### config.mk
export PLATFORM = sky130hd
export DESIGN_NAME = mem_stream_tx
export DESIGN_NICKNAME = d
export VERILOG_FILES = /design/src/rtl/mem_stream_tx.sv
export SDC_FILE = /design/constraint.sdc
export NUM_CORES = 1
export LEC_CHECK = 0
export CAP_MARGIN = 5
export CORE_MARGIN = 4
export CORE_UTILIZATION = 55
export DETAILED_ROUTE_END_ITERATION = 10
export GPL_TIMING_DRIVEN = 0
export MAX_ROUTING_LAYER = met4
export PLACE_DENSITY = 0.74
export SYNTH_ARGS = -nofsm -noshare
export SYNTH_HDL_FRONTEND = slang
export SYNTH_SLANG_ARGS = --single-unit
export TNS_END_PERCENT = 10
### constraint.sdc
create_clock -name clk -period 3.6 [get_ports clk]
set_clock_uncertainty 0.2 [all_clocks]
set_input_delay 0.36 -clock clk [delete_from_list [all_inputs] [get_ports clk]]
set_output_delay 0.36 -clock clk [all_outputs]
set_load 0.02 [all_outputs]
### src/rtl/mem_stream_tx.sv
// mem_stream_tx: memory-backed valid/ready stream transmitter.
// A loadable SIZE x WIDTH memory is streamed out, len words per start pulse.
`default_nettype none

module mem_stream_tx #(
    parameter int WIDTH   = 8,
    parameter int SIZE    = 128,
    parameter int LOGSIZE = $clog2(SIZE)
) (
    input  logic               clk,
    input  logic               reset,
    input  logic               wr_en,
    input  logic [LOGSIZE-1:0] wr_addr,
    input  logic [WIDTH-1:0]   wr_data,
    input  logic               start,
    input  logic [LOGSIZE:0]   len,
    output logic               busy,
    output logic               done,
    output logic               m_valid,
    input  logic               m_ready,
    output logic [WIDTH-1:0]   m_data
);

    typedef enum logic [1:0] {
        IDLE   = 2'd0,
        STREAM = 2'd1,
        FIN    = 2'd2
    } state_t;

    localparam logic [LOGSIZE:0] SIZE_W = (LOGSIZE + 1)'(SIZE);
    localparam logic [LOGSIZE:0] ONE_W  = (LOGSIZE + 1)'(1);

    state_t               state;
    state_t               state_nxt;
    logic [LOGSIZE:0]     len_q;
    logic [LOGSIZE:0]     len_clamped;
    logic [LOGSIZE:0]     rd_cnt;
    logic [LOGSIZE:0]     beats_sent;
    logic [WIDTH-1:0]     mem [SIZE];
    logic [WIDTH-1:0]     rdata;
    logic                 rd_pending;
    logic [WIDTH-1:0]     head;
    logic [WIDTH-1:0]     tail;
    logic [1:0]           count;
    logic [2:0]           occ_after_pop;
    logic                 pop;
    logic                 rd_issue;
    logic                 mem_we;
    logic                 start_ok;
    logic                 last_beat;

    assign m_valid     = (count != 2'd0);
    assign m_data      = head;
    assign pop         = m_valid & m_ready;
    assign len_clamped = (len > SIZE_W) ? SIZE_W : len;
    assign start_ok    = start & (state == IDLE);
    assign mem_we      = wr_en & ~busy;
    assign last_beat   = pop & (beats_sent == len_q - ONE_W);

    // Reads in flight count against FIFO space, so the skid buffer can never overflow.
    assign occ_after_pop = {1'b0, count} + {2'b00, rd_pending} - {2'b00, pop};
    assign rd_issue      = (state == STREAM) && (rd_cnt < len_q) && (occ_after_pop < 3'd2);

    always_comb begin
        state_nxt = state;
        busy      = 1'b0;
        done      = 1'b0;
        case (state)
            IDLE: begin
                if (start) state_nxt = (len_clamped == '0) ? FIN : STREAM;
            end
            STREAM: begin
                busy = 1'b1;
                if (last_beat) state_nxt = FIN;
            end
            FIN: begin
                done      = 1'b1;
                state_nxt = IDLE;
            end
            default: state_nxt = IDLE;
        endcase
    end

    // Memory contents survive reset; write wins over read on the same cycle.
    always_ff @(posedge clk) begin
        if (mem_we) begin
            mem[wr_addr] <= wr_data;
        end else if (rd_issue) begin
            rdata <= mem[rd_cnt[LOGSIZE-1:0]];
        end
    end

    always_ff @(posedge clk or posedge reset) begin
        if (reset) begin
            state      <= IDLE;
            len_q      <= '0;
            rd_cnt     <= '0;
            beats_sent <= '0;
            rd_pending <= 1'b0;
            head       <= '0;
            tail       <= '0;
            count      <= 2'd0;
        end else begin
            state      <= state_nxt;
            rd_pending <= rd_issue;
            if (start_ok) begin
                len_q      <= len_clamped;
                rd_cnt     <= '0;
                beats_sent <= '0;
            end else begin
                if (rd_issue) rd_cnt <= rd_cnt + ONE_W;
                if (pop)      beats_sent <= beats_sent + ONE_W;
            end

            // Two-entry skid FIFO: head drives m_data, tail absorbs one stalled read.
            case ({rd_pending, pop})
                2'b11: begin
                    if (count == 2'd1) begin
                        head <= rdata;
                    end else begin
                        head <= tail;
                        tail <= rdata;
                    end
                end
                2'b01: begin
                    head  <= tail;
                    count <= count - 2'd1;
                end
                2'b10: begin
                    if (count == 2'd0) head <= rdata;
                    else               tail <= rdata;
                    count <= count + 2'd1;
                end
                default: ;
            endcase
        end
    end

endmodule

`default_nettype wire
==> metrics list, run 1 <==
* DR vias: 22500
- Of all nets on the critical path, the largest fanout is 10.
- Clock tree from TritonCTS: yes
* HPWL reported at the end of detailed placement: 74600 um
* Instance area after placement: 44400 um2
- Port buffer count: 38
- Capture point of the worst reg-to-reg path: rdata[2]$_DFFE_PP_
- Peak clock frequency supported by timing: 268 MHz
- Die span in y: 286 um
- STA puts the critical path data arrival time at 3.95 ns.
- Share of the clock period used by the worst path after layout: 104%
* Final number of max-transition violations: 0
- Entering global routing, the biggest net connects 94 pins.
* Clock tree buffer depth: 3
- Yosys mapped a number of flops with a built-in enable equal to 1032.
* Syn_area_per_cell: 20.4 um2
- Pwr Total: 35.6 mW
- Class of the most critical hold timing path: in -> reg
- Overflow after GRT: 0
- Antenna violations before repair: 4
* 1st-iter DRT viols: 3587
- Syn Inst Count: 2083
- The Yosys step of the flow raised 0 warnings.
- Compared with the post-synthesis result, the final layout area differs by 13.0%.
- Global-route wire length before repair: 165000 um
- Master of the slowest instance on the critical path: sky130_fd_sc_hd__a211oi_1
- CP cell instances: buf_2, buf_2, buf_4, clkbuf_2, nor3_1, a211oi_1, a21oi_1, a22oi_1
* Worst-skew pair later-pin latency: 0.67 ns
* Peak supply drop: 0.487 mV
- In the final routed layout, each cell accounts on average for 34.2 um.
- Worst setup path class: reg -> reg
* Area of the die: 81900 um2
- RSZ-0062 raised after global routing: yes
- Counting distinct cell types in the post-synthesis netlist gives 52.
- CTS Root Cell: sky130_fd_sc_hd__clkbuf_16
- Static leakage: 15.1 nW
- In this run the horizontal extent of the chip is 286 um.
- Drt first pass iters: 6
- The path with the worst hold slack has its endpoint at mem[79][5]$_DFFE_PP_.
* Status: complete, but fails checks
- Flip-flop cell with the highest count after synthesis: sky130_fd_sc_hd__edfxtp_1
- The number of cells on the worst reg-to-reg path is 8.
* Slew @ Worst Pin: 1.25 ns
* Origin of the worst min-delay path: wr_data[5]
- In this design, the stage delay of the slowest critical-path cell is 0.49 ns.
* Final setup violation count: 27
- Of all flip-flops after synthesis, the portion carrying an async set or reset was 4.18%.
* Count of boundary I/O pins: 39
- In the routed design, unresolved DRC markers number 0.
* Cell area power density: 740 nW/um2
- Fraction of final layout cells sized beyond drive strength 1: 23.9%
* Netlist area before placement: 42500 um2
- Worst relative slew slack: 16.7%
* Cell row count: 101
- Starting density of the core: 55.7%
- Max-Cap Viols: 0
- Most common cell after layout, fill and taps aside: sky130_fd_sc_hd__edfxtp_1
- CTS Buf Count: 102
- The congestion estimate from routability-driven global placement came to 0.999.
- Number of cells on the worst hold path: 1
* Final wirelength: 115000 um
* Startpoint of the worst-slack reg-to-reg timing path: rd_cnt[2]$_DFFE_PP0P_
- When the netlist entered floorplanning its net count stood at 2128.
- With fillers left out, the area of the finished cells amounts to 48100 um2.
* Final WS setup: -0.135 ns
- Number of global-route vias before repair: 22400
- For this design, the sink count on the clock tree is 1077.
- Part of the Yosys area used for sequential elements: 75.5%
* CP Data Required Time: 3.81 ns
- Worst R2R Setup Slack: -0.13 ns
* Post-layout nets: 2285
- Subtracting the final worst setup slack from the clock period gives 3.73 ns.
* Deepest level of the CTS H-tree: 3
- Once detail routing completed, the nets flagged for antenna violations numbered 0.
- Drt via density: 6.71
* Most numerous cell on the critical path: sky130_fd_sc_hd__buf_2
* Core ar.: 76300 um2
- Clock transition at the register clock pins on the worst setup and hold paths after CTS: 0.06 ns
- Total of flip-flops plus latches after synthesis: 1077
- Final Hold Viols: 0
* Startpoint type of the worst setup path: register
- The worst setup path is captured at a register.
- In the global route stage, overall resource usage came out at 29.3%.
- Most used cells in the layout excluding fill and tap cells: 1032 x sky130_fd_sc_hd__edfxtp_1, 261 x sky130_fd_sc_hd__mux4_2, 155 x sky130_fd_sc_hd__nor2_1
- The checks that failed: negative setup slack.
-- logic make-up after synthesis --
logic type	share of synthesized area, %
XOR/XNOR	0.391
AO/OA/AOI/OAI	2.48
multiplexers	16.2
AND/OR/NAND/NOR	3.36
buffers and inverters	1.55
adder cells (fa/ha/maj)	0.518
flip-flops	75.5
-- power by group --
part	internal, mW	switching, mW
Clock	6.22	4.58
Sequential	14.0	0.228
Combinational	4.22	6.28
-- repair_timing --
item | CTS | global route
hold buffers | 5 | 0
hold endpoints to repair | 120 | 0
pin swaps | 0 | 1
buffers inserted | 1 | 1
resized for setup | 41 | 30
gates cloned | 0 | 0
setup endpoints to repair | 25 | 59
-- sequential cells by signal (all words and copies together) (netlist names) --
register,cells
tail,8
m_data,8
count,2
state,2
rd_pending,1
len_q,8
mem,1024
beats_sent,8
rdata,8
rd_cnt,8
-- area by class of cell --
cell class / count / area (um2)
buffer: 102 / 693
tap: 1030 / 1290
fill: 5129 / 28300
multi-input combinational: 880 / 9850
timing repair buffer: 54 / 658
sequential: 1077 / 32100
inverter: 23 / 86.3
antenna: 4 / 10.0
clock inverter: 60 / 644
clock buffer: 124 / 2710
-- worst max path at each step --
stage / startpoint / end / slack, ns / depth (start not counted)
2_1_floorplan: count[1]$_DFFE_PP0N_ / rdata[0]$_DFFE_PP_ / 0.12 / 10
3_3_place_gp: wr_data[0] / mem[42][0]$_DFFE_PP_ / -1.38 / 1
3_5_place_dp: rd_cnt[2]$_DFFE_PP0P_ / rdata[0]$_DFFE_PP_ / -0.86 / 7
4_1_cts: rd_cnt[3]$_DFFE_PP0P_ / rdata[1]$_DFFE_PP_ / 0.006 / 6
5_1_grt: count[0]$_DFFE_PP0N_ / rd_cnt[7]$_DFFE_PP0P_ / -0.14 / 13
6_report: rd_cnt[2]$_DFFE_PP0P_ / rdata[2]$_DFFE_PP_ / -0.13 / 8
-- stage by stage --
| stage | setup WS, ns | util, % | hold slack (ns) | TNS [ns] | instances |
|---|---|---|---|---|---|
| floorplan | 0.125 | - | 0.259 | 0 | 2083 |
| global placement | -1.38 | 57.9 | 0.262 | -1226.55 | 3151 |
| detailed placement | -0.863 | 58.2 | 0.269 | -17.48 | 3160 |
| CTS | 0.00576 | 62.8 | 0.0291 | 0 | 3349 |
| global route | -0.145 | 63.0 | 0.0433 | -1.46 | 3354 |
| finish | -0.135 | 63.0 | 0.0231 | -1.27 | 3354 |
-- critical path: cells and delay by family, from the launching register on --
family                 cells  cell delay, ns
buffers and inverters      4            1.75
AO/OA/AOI/OAI              3            1.00
flip-flops                 1            0.40
AND/OR/NAND/NOR            1            0.12
-- cell usage after synthesis (all sizes together), types with 5 or more instances --
library cell	number	area, um2
nor4	7	43.8
a31oi	5	31.3
a22oi	22	165
nor2	157	589
buf	74	465
nor2b	19	119
edfxtp	1032	31000
mux2i	70	701
o21ai	30	150
o22ai	11	68.8
a21oi	46	230
xor2	9	78.8
a211oi	14	105
clkbuf	29	109
nand3b	7	52.6
nor3	18	90.1
inv	22	82.6
nand2	61	229
ha	16	200
nand3	20	100
nand2b	10	62.6
dfrtp	45	1130
mux2	28	315
o311ai	6	52.6
mux4	261	5880
xnor2	10	87.6
nand4	12	75.1
-- per-layer routing --
| layer | wire length, um | track usage (%) | vias to the layer above |
|---|---|---|---|
| met3 | 14600 | 8.28 | 303 |
| li1 | - | - | 8895 |
| met5 | 0 | - | - |
| met2 | 53600 | 43.2 | 1633 |
| met4 | 5500 | 12.6 | 0 |
| met1 | 41200 | 39.0 | 11700 |
Power figures use the tool's default switching activity.
==> run 2, diff against run 1 <==
--- a/config.mk
+++ b/config.mk
@@ -10,6 +10,7 @@
 export CORE_UTILIZATION = 55
 export DETAILED_ROUTE_END_ITERATION = 10
 export GPL_TIMING_DRIVEN = 0
+export HOLD_SLACK_MARGIN = 0.15
 export MAX_ROUTING_LAYER = met4
 export PLACE_DENSITY = 0.74
 export SYNTH_ARGS = -nofsm -noshare
==> run 2 against run 1 <==
Against the previous run: the run still ends with negative setup slack left; routed wire length is essentially flat; flip-flop and latch count stayed put; power is 0.10% higher; clock-buffer cell count stayed put; clock power is essentially flat; hold slack better by 0.23 ns; final area grew 0.23%; core utilization up 0.14 points; critical endpoint unchanged; largest power group unchanged.
==> metrics list, run 2 (synthesized netlist as in run 1, its figures left out) <==
- The run finished, with violations left.
- The final reports fail on negative setup slack.
- During I/O placement, the number of pins put on the boundary was 39.
- Antenna violations before repair: 4
- In this design, the critical path's most frequently occurring cell is sky130_fd_sc_hd__buf_2.
- Post-layout nets: 2296
* Port buffer count: 38
- CP max FO: 10
- Setup violations remaining at the end of the flow were counted as 12.
* Summed area of non-filler cells in the final layout: 48200 um2
- Die span in y: 286 um
- Critical path's largest stage delay: 0.53 ns
* Clock transition at the register clock pins on the worst setup and hold paths after CTS: 0.06 ns
- Width of the die: 286 um
* Drt via density: 6.70
* CTS Root Cell: sky130_fd_sc_hd__clkbuf_16
* Final Hold Viols: 0
- Instance area after placement: 44400 um2
- The library cell used most frequently in the layout, excluding fill and tap cells, is sky130_fd_sc_hd__edfxtp_1.
- 1st-iter DRT viols: 3573
- RSZ-0062 raised after global routing: yes
- Data arrives at the worst endpoint at 3.99 ns.
- Post-route DRC: 0
- Fraction of final layout cells sized beyond drive strength 1: 23.8%
- Final hold analysis gives a worst-case slack of 0.250 ns.
- Min cycle time layout: 3.79 ns
- STA classifies the critical path endpoint as a register.
- Max FFs per register: 1024
- Most used cells in the layout excluding fill and tap cells: 1032 x sky130_fd_sc_hd__edfxtp_1, 261 x sky130_fd_sc_hd__mux4_2, 155 x sky130_fd_sc_hd__nor2_1
- The min-delay analysis places its worst path in the category in -> reg.
- The max-slew violation count came to 0.
* Worst slack at placement: -0.863 ns
- For this design the static power due to leakage is 15.2 nW.
- CP cell instances: buf_2, buf_2, buf_4, clkbuf_2, nor3_1, a211oi_1, a21oi_1, a22oi_1
- Relative to the synthesized area, the layout overhead comes to 13.2%.
* Final wirelength: 115000 um
- Clock tree buffer depth: 3
- STA classifies the critical path startpoint as a register.
- Entering global routing, the biggest net connects 94 pins.
- Max-Cap Viols: 0
* Global-route wire length before repair: 165000 um
- Remaining antenna violation count after routing: 0
- Fill cell total of the finished layout: 5120
* Peak supply drop: 0.487 mV
- Clock tree from TritonCTS: yes
- Across every metal layer, demand over resource in global routing totals 29.3%.
- Overflow after GRT: 0
- Slew @ Worst Pin: 1.22 ns
* Worst-skew pair later-pin latency: 0.67 ns
- The via count of the first global-routing pass is 22400.
* Cell area power density: 739 nW/um2
- The first detailed-routing pass ran for 7 iterations.
- Worst relative slew slack: 18.9%
* CTS Buf Count: 102
- Dividing the final minimum period by the clock period gives 105%.
- Once the floorplan was initialized, standard cells occupied 55.7% of the core.
- Setup slack on the critical path of the routed design comes to -0.188 ns.
- Post-detailed-route wirelength per cell: 34.1 um
- Placer congestion estimate: 0.999
* HPWL reported at the end of detailed placement: 74600 um
- The H-tree was split into 3 levels.
* Worst setup path class: reg -> reg
* Master of the slowest instance on the critical path: sky130_fd_sc_hd__a211oi_1
* Area of the die: 81900 um2
* Clk sinks: 1077
* Cell row count: 101
* DR vias: 22500
* Most flop-heavy register: mem
- For the worst setup path, the data required time is 3.81 ns.
* Core ar.: 76300 um2
* Peak clock frequency supported by timing: 264 MHz
## run 2: metal layers
metal,global-route usage [%],wire length [um],vias up
met3,8.25,14400,314
met1,39.0,41400,11700
li1,-,-,8907
met4,12.6,5670,0
met5,-,0,-
met2,43.3,53300,1608
## run 2: power breakdown
part	internal, mW	total [mW]	switching (mW)
clock network	6.22	10.8	4.58
registers	14.0	14.3	0.228
logic	4.23	10.5	6.31
total	24.5	35.6	11.1
## run 2: critical path, delay by kind of cell, from the launching register on
kind | cells | cell delay (ns)
AOI/OAI and AO/OA | 3 | 1.04
buffers and inverters | 4 | 1.75
DFF | 1 | 0.40
and+or+nand+nor | 1 | 0.12
## run 2: repair_timing
action                     4_1_cts  5_1_grt
hold endpoints to repair       439        0
buffers inserted                 1        1
setup endpoints to repair       25       59
hold buffers                    16        0
resized for setup               41       30
pin swaps                        0        1
## run 2: cell type report
| type | count | area, um2 | area share, % |
|---|---|---|---|
| sequential | 1077 | 32100 | 66.7 |
| clock buffer | 124 | 2710 | 5.62 |
| antenna | 4 | 10.0 | 0.0208 |
| timing repair buffer | 65 | 768 | 1.59 |
| multi-input combinational | 880 | 9850 | 20.5 |
| clock inverter | 60 | 644 | 1.34 |
| buffer | 102 | 693 | 1.44 |
| tap | 1030 | 1290 | 2.68 |
| inverter | 23 | 86.3 | 0.179 |
## run 2: path summary, 6_finish.rpt
path	to	start	slack, ns	cells past startpoint
max	rdata[2]$_DFFE_PP_	rd_cnt[2]$_DFFE_PP0P_	-0.19	8
min	len_q[7]$_DFFE_PP0P_	len[7]	0.25	3
max reg2reg	rdata[2]$_DFFE_PP_	rd_cnt[2]$_DFFE_PP0P_	-0.19	8
min reg2reg	m_data[7]$_DFFE_PP0P_	m_data[7]$_DFFE_PP0P_	0.28	1
max in group asynchronous	rd_cnt[1]$_DFFE_PP0P_	reset	2.36	4
min in group asynchronous	count[1]$_DFFE_PP0N_	reset	0.35	3
## run 2: through the flow
step	TNS (ns)	util [%]	instances	power, mW
after global routing	-1.46	63.1	3365	36.5
after CTS	0	63.0	3360	35.3
after detailed placement	-17.48	58.2	3160	24.5
final	-0.751	63.1	3365	35.6
after global placement	-1226.55	57.9	3151	24.4
after floorplan	0	-	2083	20.6
